[src/rtl/reservoir_pkg.sv]
// Shared types and default sizing for the reservoir node chain and the blocks that observe it.
package reservoir_pkg;

    localparam int unsigned DEFAULT_DATA_WIDTH = 32;
    localparam int unsigned DEFAULT_NUM_NODES  = 50;

    typedef enum logic [1:0] {
        CAP_IDLE,
        CAP_CAPTURE,
        CAP_DRAIN
    } cap_state_t;

    // Index width for n entries, never narrower than one bit.
    function automatic int unsigned idx_width(input int unsigned n);
        return (n > 1) ? $clog2(n) : 1;
    endfunction

endpackage

[src/rtl/reservoir_sample_buffer.sv]
// Register-file holding one capture of virtual-node states: one write port, one async read port.
import reservoir_pkg::*;

module reservoir_sample_buffer #(
    parameter int unsigned DATA_WIDTH = DEFAULT_DATA_WIDTH,
    parameter int unsigned NUM_NODES  = DEFAULT_NUM_NODES,
    parameter int unsigned IDX_WIDTH  = idx_width(NUM_NODES)
) (
    input  logic                  clk,
    input  logic                  wr_en,
    input  logic [IDX_WIDTH-1:0]  wr_idx,
    input  logic [DATA_WIDTH-1:0] wr_data,
    input  logic [IDX_WIDTH-1:0]  rd_idx,
    output logic [DATA_WIDTH-1:0] rd_data
);

    logic [DATA_WIDTH-1:0] mem_q [NUM_NODES];

    // Decoded per-entry compare keeps the index width independent of the entry count.
    always_ff @(posedge clk) begin
        for (int unsigned i = 0; i < NUM_NODES; i++) begin
            if (wr_en && (wr_idx == IDX_WIDTH'(i))) begin
                mem_q[i] <= wr_data;
            end
        end
    end

    always_comb begin
        rd_data = '0;
        for (int unsigned i = 0; i < NUM_NODES; i++) begin
            if (rd_idx == IDX_WIDTH'(i)) begin
                rd_data = mem_q[i];
            end
        end
    end

endmodule

[src/rtl/reservoir_state_capture.sv]
// Samples the tap node once per chain shift strobe, buffers one full set of virtual-node
// states and streams them out over valid/ready.
import reservoir_pkg::*;

module reservoir_state_capture #(
    parameter int unsigned DATA_WIDTH = DEFAULT_DATA_WIDTH,
    parameter int unsigned NUM_NODES  = DEFAULT_NUM_NODES,
    localparam int unsigned IDX_WIDTH = idx_width(NUM_NODES)
) (
    input  logic                  clk,
    input  logic                  rst,
    input  logic                  start,
    input  logic                  sample_en,
    input  logic [DATA_WIDTH-1:0] node_dout,
    output logic                  busy,
    output logic                  done,
    output logic                  missed,
    output logic                  m_valid,
    input  logic                  m_ready,
    output logic [DATA_WIDTH-1:0] m_data,
    output logic [IDX_WIDTH-1:0]  m_index,
    output logic                  m_last
);

    localparam logic [IDX_WIDTH-1:0] LAST_IDX = IDX_WIDTH'(NUM_NODES - 1);

    cap_state_t            state_q, state_d;
    logic [IDX_WIDTH-1:0]  wr_idx_q, wr_idx_d;
    logic [IDX_WIDTH-1:0]  rd_idx_q, rd_idx_d;
    logic                  missed_q, missed_d;
    logic                  done_q, done_d;
    logic                  wr_en;
    logic                  draining;
    logic                  beat;
    logic                  at_last;
    logic [DATA_WIDTH-1:0] rd_data;

    assign draining = (state_q == CAP_DRAIN);
    assign at_last  = (rd_idx_q == LAST_IDX);
    assign beat     = draining && m_ready;
    assign wr_en    = (state_q == CAP_CAPTURE) && sample_en;

    reservoir_sample_buffer #(
        .DATA_WIDTH (DATA_WIDTH),
        .NUM_NODES  (NUM_NODES),
        .IDX_WIDTH  (IDX_WIDTH)
    ) u_buf (
        .clk     (clk),
        .wr_en   (wr_en),
        .wr_idx  (wr_idx_q),
        .wr_data (node_dout),
        .rd_idx  (rd_idx_q),
        .rd_data (rd_data)
    );

    always_comb begin
        state_d  = state_q;
        wr_idx_d = wr_idx_q;
        rd_idx_d = rd_idx_q;
        missed_d = missed_q;
        done_d   = 1'b0;
        unique case (state_q)
            CAP_IDLE: begin
                // A strobe coinciding with start belongs to no capture yet.
                if (start) begin
                    state_d  = CAP_CAPTURE;
                    wr_idx_d = '0;
                    missed_d = 1'b0;
                end
            end
            CAP_CAPTURE: begin
                if (sample_en) begin
                    if (wr_idx_q == LAST_IDX) begin
                        state_d  = CAP_DRAIN;
                        rd_idx_d = '0;
                    end else begin
                        wr_idx_d = wr_idx_q + IDX_WIDTH'(1);
                    end
                end
            end
            CAP_DRAIN: begin
                if (sample_en) begin
                    missed_d = 1'b1;
                end
                if (beat) begin
                    if (at_last) begin
                        state_d = CAP_IDLE;
                        done_d  = 1'b1;
                    end else begin
                        rd_idx_d = rd_idx_q + IDX_WIDTH'(1);
                    end
                end
            end
            default: state_d = CAP_IDLE;
        endcase
    end

    always_ff @(posedge clk) begin
        if (rst) begin
            state_q  <= CAP_IDLE;
            wr_idx_q <= '0;
            rd_idx_q <= '0;
            missed_q <= 1'b0;
            done_q   <= 1'b0;
        end else begin
            state_q  <= state_d;
            wr_idx_q <= wr_idx_d;
            rd_idx_q <= rd_idx_d;
            missed_q <= missed_d;
            done_q   <= done_d;
        end
    end

    // Payload is forced to zero outside DRAIN so stale buffer contents never leak out.
    assign busy    = (state_q != CAP_IDLE);
    assign done    = done_q;
    assign missed  = missed_q;
    assign m_valid = draining;
    assign m_data  = draining ? rd_data : '0;
    assign m_index = draining ? rd_idx_q : '0;
    assign m_last  = draining && at_last;

    a_hold_until_accepted: assert property (@(posedge clk) disable iff (rst)
        (m_valid && !m_ready) |=> (m_valid && $stable(m_data) && $stable(m_index)
                                   && $stable(m_last)));

    a_idx_in_range: assert property (@(posedge clk) disable iff (rst)
        (wr_idx_q <= LAST_IDX) && (rd_idx_q <= LAST_IDX));

endmodule

[config.mk]
export PLATFORM = sky130hd
export DESIGN_NAME = reservoir_state_capture
export DESIGN_NICKNAME = d
export VERILOG_FILES = /design/src/rtl/reservoir_pkg.sv /design/src/rtl/reservoir_sample_buffer.sv /design/src/rtl/reservoir_state_capture.sv
export SDC_FILE = /design/constraint.sdc
export NUM_CORES = 2
export LEC_CHECK = 0
export CAP_MARGIN = 0
export CORE_AREA = 2 2 457 459
export CTS_BUF_LIST = sky130_fd_sc_hd__clkbuf_2 sky130_fd_sc_hd__clkbuf_4 sky130_fd_sc_hd__clkbuf_8
export DETAILED_ROUTE_END_ITERATION = 6
export DIE_AREA = 0 0 459 461
export DONT_BUFFER_PORTS = 1
export PLACE_DENSITY_LB_ADDON = 0.2
export SLEW_MARGIN = 15
export SYNTH_ARGS = -nofsm -noshare
export SYNTH_HDL_FRONTEND = slang
export SYNTH_SLANG_ARGS = --single-unit
export TNS_END_PERCENT = 30
[constraint.sdc]
create_clock -name clk -period 6.1 [get_ports clk]
set_input_delay 1.22 -clock clk [delete_from_list [all_inputs] [get_ports clk]]
set_output_delay 1.22 -clock clk [all_outputs]
set_load 0.1 [all_outputs]
Word level (Yosys, flattened, before mapping)
Memory sizes are Yosys's and may differ from the RTL's.
Index checks and enable logic that the tools add are counted.

cells by class
  equality and inequality tests = 108
  bitwise gates (word level) = 2
  mux-type cells = 318
  reductions and logical operators = 114
  $add $sub $neg = 2

operator list
  cell                                           number
  two-way mux 32 bit                             100
  OR reduction 32 bit                            49
  two-way mux 6 bit                              57
  == test 6 bit, second input constant           36
  == test 6 x 5 -> 1 bit, second input constant  32
  two-way mux 1 bit                              152
  == test 6 x 4 -> 1 bit, second input constant  16
  logical AND 1 bit                              53
  == test 6 x 3 -> 1 bit, second input constant  8
  == test 6 x 2 -> 1 bit, second input constant  4
  one-hot mux 6 bit (2 select lines)             2
  adder 6 x 1 -> 6 bit, second input constant    2
  == test 6 x 1 -> 1 bit, second input constant  2
  zero test 6 bit                                2
  two-way mux 2 bit                              5
  != test 2 bit, second input constant           5
  AND reduction 5 bit                            2
  nonzero test 2 bit                             4
  != test 2 x 1 -> 1 bit, second input constant  3
  one-hot mux 2 bit (3 select lines)             1
  AND reduction 4 bit                            1
  AND reduction 3 bit                            1
  OR reduction 3 bit                             1
  == test 2 x 1 -> 1 bit, second input constant  1
  4 further kinds                                5

storage, ports and cells
  RAM bits = 1600
  memories kept = 1
  input port bits = 37
  output and inout port bits = 43
  flip-flop bits (word level) = 16

memory list
  name         depth  width  rd ports  clocked after Yosys merged registers in  write ports  line                           RTL
  u_buf.mem_q  50     32     50        0                                        1            reservoir_sample_buffer.sv:17  logic [DATA_WIDTH-1:0] mem_q [NUM_NODES];

Logic depth before layout (Yosys ltp)
  depth in word-level cells = 55
  mapped depth = 14
  gate-level depth less buffers = 10

Hierarchy
Synthesis repeated with hierarchy kept, for this count alone.

second synthesis, totals
  cells, all modules = 3780
  area total of the unflattened synthesis = 61540.3 um^2

modules (own cells, without submodules)
  module                   seq. area each (um^2)  times used  cells an instance  area each (um^2)
  reservoir_sample_buffer  48046.1                1           3635               60392.9
  reservoir_state_capture  320.3                  1           145                1147.4

Worst setup path after synthesis
No wires, ideal clock.

  path type = register -> output
  start = register state_q[1]
  end = output port m_data[26]
  data arrival time = 4379 ps
  stages on the path, launching flop included = 8
  slack = 501 ps
  required time = 4880 ps
  cell sequence = dfxtp_1 -> clkbuf_1 -> nand2b_1 -> clkbuf_1 -> inv_1 -> clkbuf_1 -> o221ai_1 -> o21ai_0

on the way
  word-level cells in the longest chain between the ends = 2

RTL lines
  element                 line                            RTL
  from (decl)             reservoir_state_capture.sv:27   cap_state_t state_q, state_d;
  from (signal assigned)  reservoir_state_capture.sv:106  state_q <= state_d;
  == test 2 bit           reservoir_state_capture.sv:38   assign draining = (state_q == CAP_DRAIN);
  net m_valid             reservoir_state_capture.sv:18   output logic m_valid,
  two-way mux 32 bit      reservoir_state_capture.sv:119  assign m_data = draining ? rd_data : '0;
  to (decl)               reservoir_state_capture.sv:20   output logic [DATA_WIDTH-1:0] m_data,

The timed path passes the listed nets, and every way through them passes these cells.

Worst setup path after layout
  start = register rd_idx_q[5]
  end = output port m_data[27]

on the way
  word-level cells in the longest chain between the ends = 52

RTL lines
  element                           line                            RTL
  from (decl)                       reservoir_state_capture.sv:29   logic [IDX_WIDTH-1:0] rd_idx_q, rd_idx_d;
  from (signal assigned)            reservoir_state_capture.sv:108  rd_idx_q <= rd_idx_d;
  zero test 6 bit                   reservoir_sample_buffer.sv:31   if (rd_idx == IDX_WIDTH'(i)) begin
  two-way mux 32 bit (49 in a row)  reservoir_sample_buffer.sv:31
  two-way mux 32 bit (*)            reservoir_sample_buffer.sv:31
  two-way mux 32 bit (*)            reservoir_state_capture.sv:119

Mark *: on every way between the ends. The rest lies on a longest branch, timed or not.

==> results.py <==
metrics = {
    "logic_synthesis": {
        "synth_fp_nets": 4179,
        "avgSynthCellArea_um2": 15.4,
        "yosys_register_bits": 1616,
        "synth.top_cell.area_share_pct": 75.4,
        "async_reset_ff_share_pct": 0,
        "syn_inst": 4134,
        "synth-edff-count": 1600,
        "yosysSeqAreaShare_pct": 75.9,
        "synthFlopType": "edfxtp_1",
        "syn_area_um2": 63700,
        "synth_most_common_cell": "edfxtp_1",
        "synth_largest_area_cell": "edfxtp_1",
        "netlist-cell-type-count": 101,
        "ys_top_cells_by_count": "edfxtp_1 (1600), nor2_1 (289), nand2_1 (279), a21oi_1 (204), o21ai_0 (187)",
        "yosysWarningCount": 0,
        "synthTopCellsByArea": "edfxtp_1 (75%), a221oi_1 (2.1%), nor2_1 (1.7%)",
    },
    "clock_network": {
        "clock_latency_ns": 1.08,
        "numCtsBuffers": 291,
        "clk_pin_slew_ns": 0.07,
        "cts-root-buf": "clkbuf_8",
        "htree_levels": 5,
        "cts_tree": "done",
        "holdBufCountCts": 0,
        "cts_sinks": 1616,
        "clk_path_buf_depth": 4,
    },
    "placement": {
        "post_dp_cell_area_um2": 70600,
        "pre_cts_ws_ns": -0.136,
        "port_buffers": 0,
        "dp_hpwl_um": 190000,
        "dp.cells": 7062,
        "routabilityCongestion": 0.922,
    },
    "route": {
        "first_pass_iters": 6,
        "vias_per_cell": 6.01,
        "drt_first_iter_violations": 8164,
        "drt-total-wl_um": 288000,
        "drc_errors": 0,
        "num_vias": 45664,
        "ant_nets": 0,
        "wl_per_cell_um": 37.9,
    },
    "cells_and_area": {
        "final_cells": 7604,
        "multi_input_area_um2": 15700,
        "final_area_um2": 77400,
        "fill_cells": 19615,
        "drive_gt1_share_pct": 25.4,
        "nets": 4743,
        "regArea_um2": 48400,
        "area_growth_pct": 21.5,
    },
    "power": {
        "peakVddDrop_v": 0.000170,
        "p_leak_uw": 0.0249,
        "total_power_uw": 22200,
        "powerDensity_nw_per_um2": 287,
    },
    "setup_path": {
        "worstSetupPathType": "flip-flop to primary output",
        "r2r_cells": 5,
        "critPathTopFamily": "simple AND/OR/NAND/NOR gates",
        "worstPathMaxFanout": 25,
        "max_stage_delay_ns": 0.50,
        "path_buf_inv": 3,
        "endpoint_kind": "primary output",
        "r2r-end": "u_buf.mem_q[0][593]",
        "critPathLaunchType": "flip-flop",
        "worstPathCellList": "buf_6 > and4bb_2 > buf_4 > nand2_4 > o21ai_0 > or3_1 > nor3_1 > o211ai_1 > nand2_1 > a211o_1 > buf_12",
        "r2r_slack_ns": 2.76,
        "crit_required_ns": 4.88,
        "cp.arrival_ns": 4.99,
        "crit_slowest_cell": "nor3_1",
        "reg2reg_from": "state_q[0]",
    },
    "timing": {
        "maxSlewViolCount": 0,
        "setup_viol_count_final": 8,
        "fmax_mhz": 161,
        "slew_headroom_pct": 25.1,
        "hold_slack_ns": 0.238,
        "period_needed_ns": 6.21,
        "worst_pin_slew_ns": 1.12,
        "post-route-period-util_pct": 102,
        "fin_skew_ns": 0.0794,
        "grt_setup_unrepaired": "true",
        "finalHoldViolations": 0,
        "timing.final.ws_setup_ns": -0.113,
    },
    "global_routing": {
        "grt_use_total_pct": 26.6,
        "grt_pass1_vias": 42702,
        "grt-ovfl-total": 0,
        "antenna_found_initial": 25,
        "grt_max_degree": 51,
        "grt_pass1_wl_um": 382000,
    },
    "hold_path": {
        "holdPathEnd": "u_buf.mem_q[0][999]",
        "min_from": "node_dout[7]",
        "hold_class": "primary input to flip-flop",
        "worstHoldPathCells": 0,
    },
    "floorplanning": {
        "dieArea_um2": 212000,
        "die_w_um": 459,
        "core_um2": 206000,
        "fp-row-count": 167,
        "io_pins": 80,
        "die_y_um": 461,
        "initial_core_util_pct": 30.9,
    },
    "run_status": {
        "outcome": "complete, but fails checks",
        "violations": "setup timing",
    },
    "job": {
        "cap_violations": 0,
    },
}
sequential cells by signal, summed over array words and instances (netlist names):
name         cells
wr_idx_q         6
done             1
missed           1
rd_idx_q         6
u_buf.mem_q   1600
state_q          2
through the flow:
| stage | TNS (ns) | utilization, % |
|---|---|---|
| 6_report | -0.422 | 37.5 |
| 5_1_grt | -0.324 | 37.5 |
| 4_1_cts | -1.64 | 37.2 |
| 3_5_place_dp | -0.251 | 34.2 |
| 3_3_place_gp | -0.708 | 34.2 |
| 2_1_floorplan | 0 | - |
timing repair:
action                     in CTS  in global routing
gates resized for setup       153                103
setup buffers                  18                 28
setup endpoints to repair      32                 30
hold endpoints to repair        0                  0
pin swaps                      17                 38
gates cloned                    1                  1
cell usage in the layout, fill, tap and decap left out, drive strengths merged, types with 33 or more instances in the layout:
cell / count
a2111oi: 33
nand4: 41
o22ai: 134
edfxtp: 1600
clkbuf: 379
a211oi: 46
nand3: 96
o211ai: 52
a22oi: 79
a221o: 52
a21oi: 204
o21ai: 197
o221ai: 82
a221oi: 158
nor2: 309
clkinv: 94
buf: 502
nand2: 285
nor3: 81
cells by family after synthesis:
group | count (synthesis) | synth area share [%]
XOR/XNOR | 10 | 0.138
AO/OA/AOI/OAI | 1250 | 14.0
buffers and inverters | 246 | 1.87
flip-flops | 1616 | 75.9
adder cells (fa/ha/maj) | 8 | 0.157
multiplexers | 2 | 0.0334
AND/OR/NAND/NOR | 1002 | 7.83
area by class of cell:
| type | instances | share of cell area [%] |
|---|---|---|
| inverter | 13 | 0.0695 |
| clock buffer | 378 | 6.04 |
| timing repair buffer | 503 | 5.88 |
| clock inverter | 109 | 0.852 |
| tap | 2704 | 4.37 |
| antenna | 8 | 0.0259 |
| sequential | 1616 | 62.5 |
| multi-input combinational | 2273 | 20.3 |
worst register-to-register path, stage by stage (launching register included):
cell	delay [ns]
dfxtp_1	0.50
nand2_1	0.18
nor3_1	0.32
nand2_2	0.61
nor2_4	1.05
buf_4	0.37
how the worst max path moves through the flow:
stage          depth (start not counted)         end         from
2_1_floorplan                          7  m_data[26]   state_q[1]
3_3_place_gp                          13   m_data[6]  rd_idx_q[0]
3_5_place_dp                          13  m_data[10]  rd_idx_q[0]
4_1_cts                               15  m_data[21]  rd_idx_q[1]
5_1_grt                               15  m_data[21]  rd_idx_q[0]
6_report                              11  m_data[27]  rd_idx_q[5]
metal layers:
metal	track usage (%)	wire length, um
met5	0	95
met4	12.3	14800
met3	5.53	30700
met2	40.2	128000
met1	36.5	115000
report_power, final:
part / switching (uW) / total (uW) / internal (uW)
logic: 107 / 147 / 39.5
registers: 6.06 / 12200 / 12200
clock network: 4570 / 9840 / 5270
total: 4680 / 22200 / 17500
Note: power is estimated with default switching activity, not from simulation.
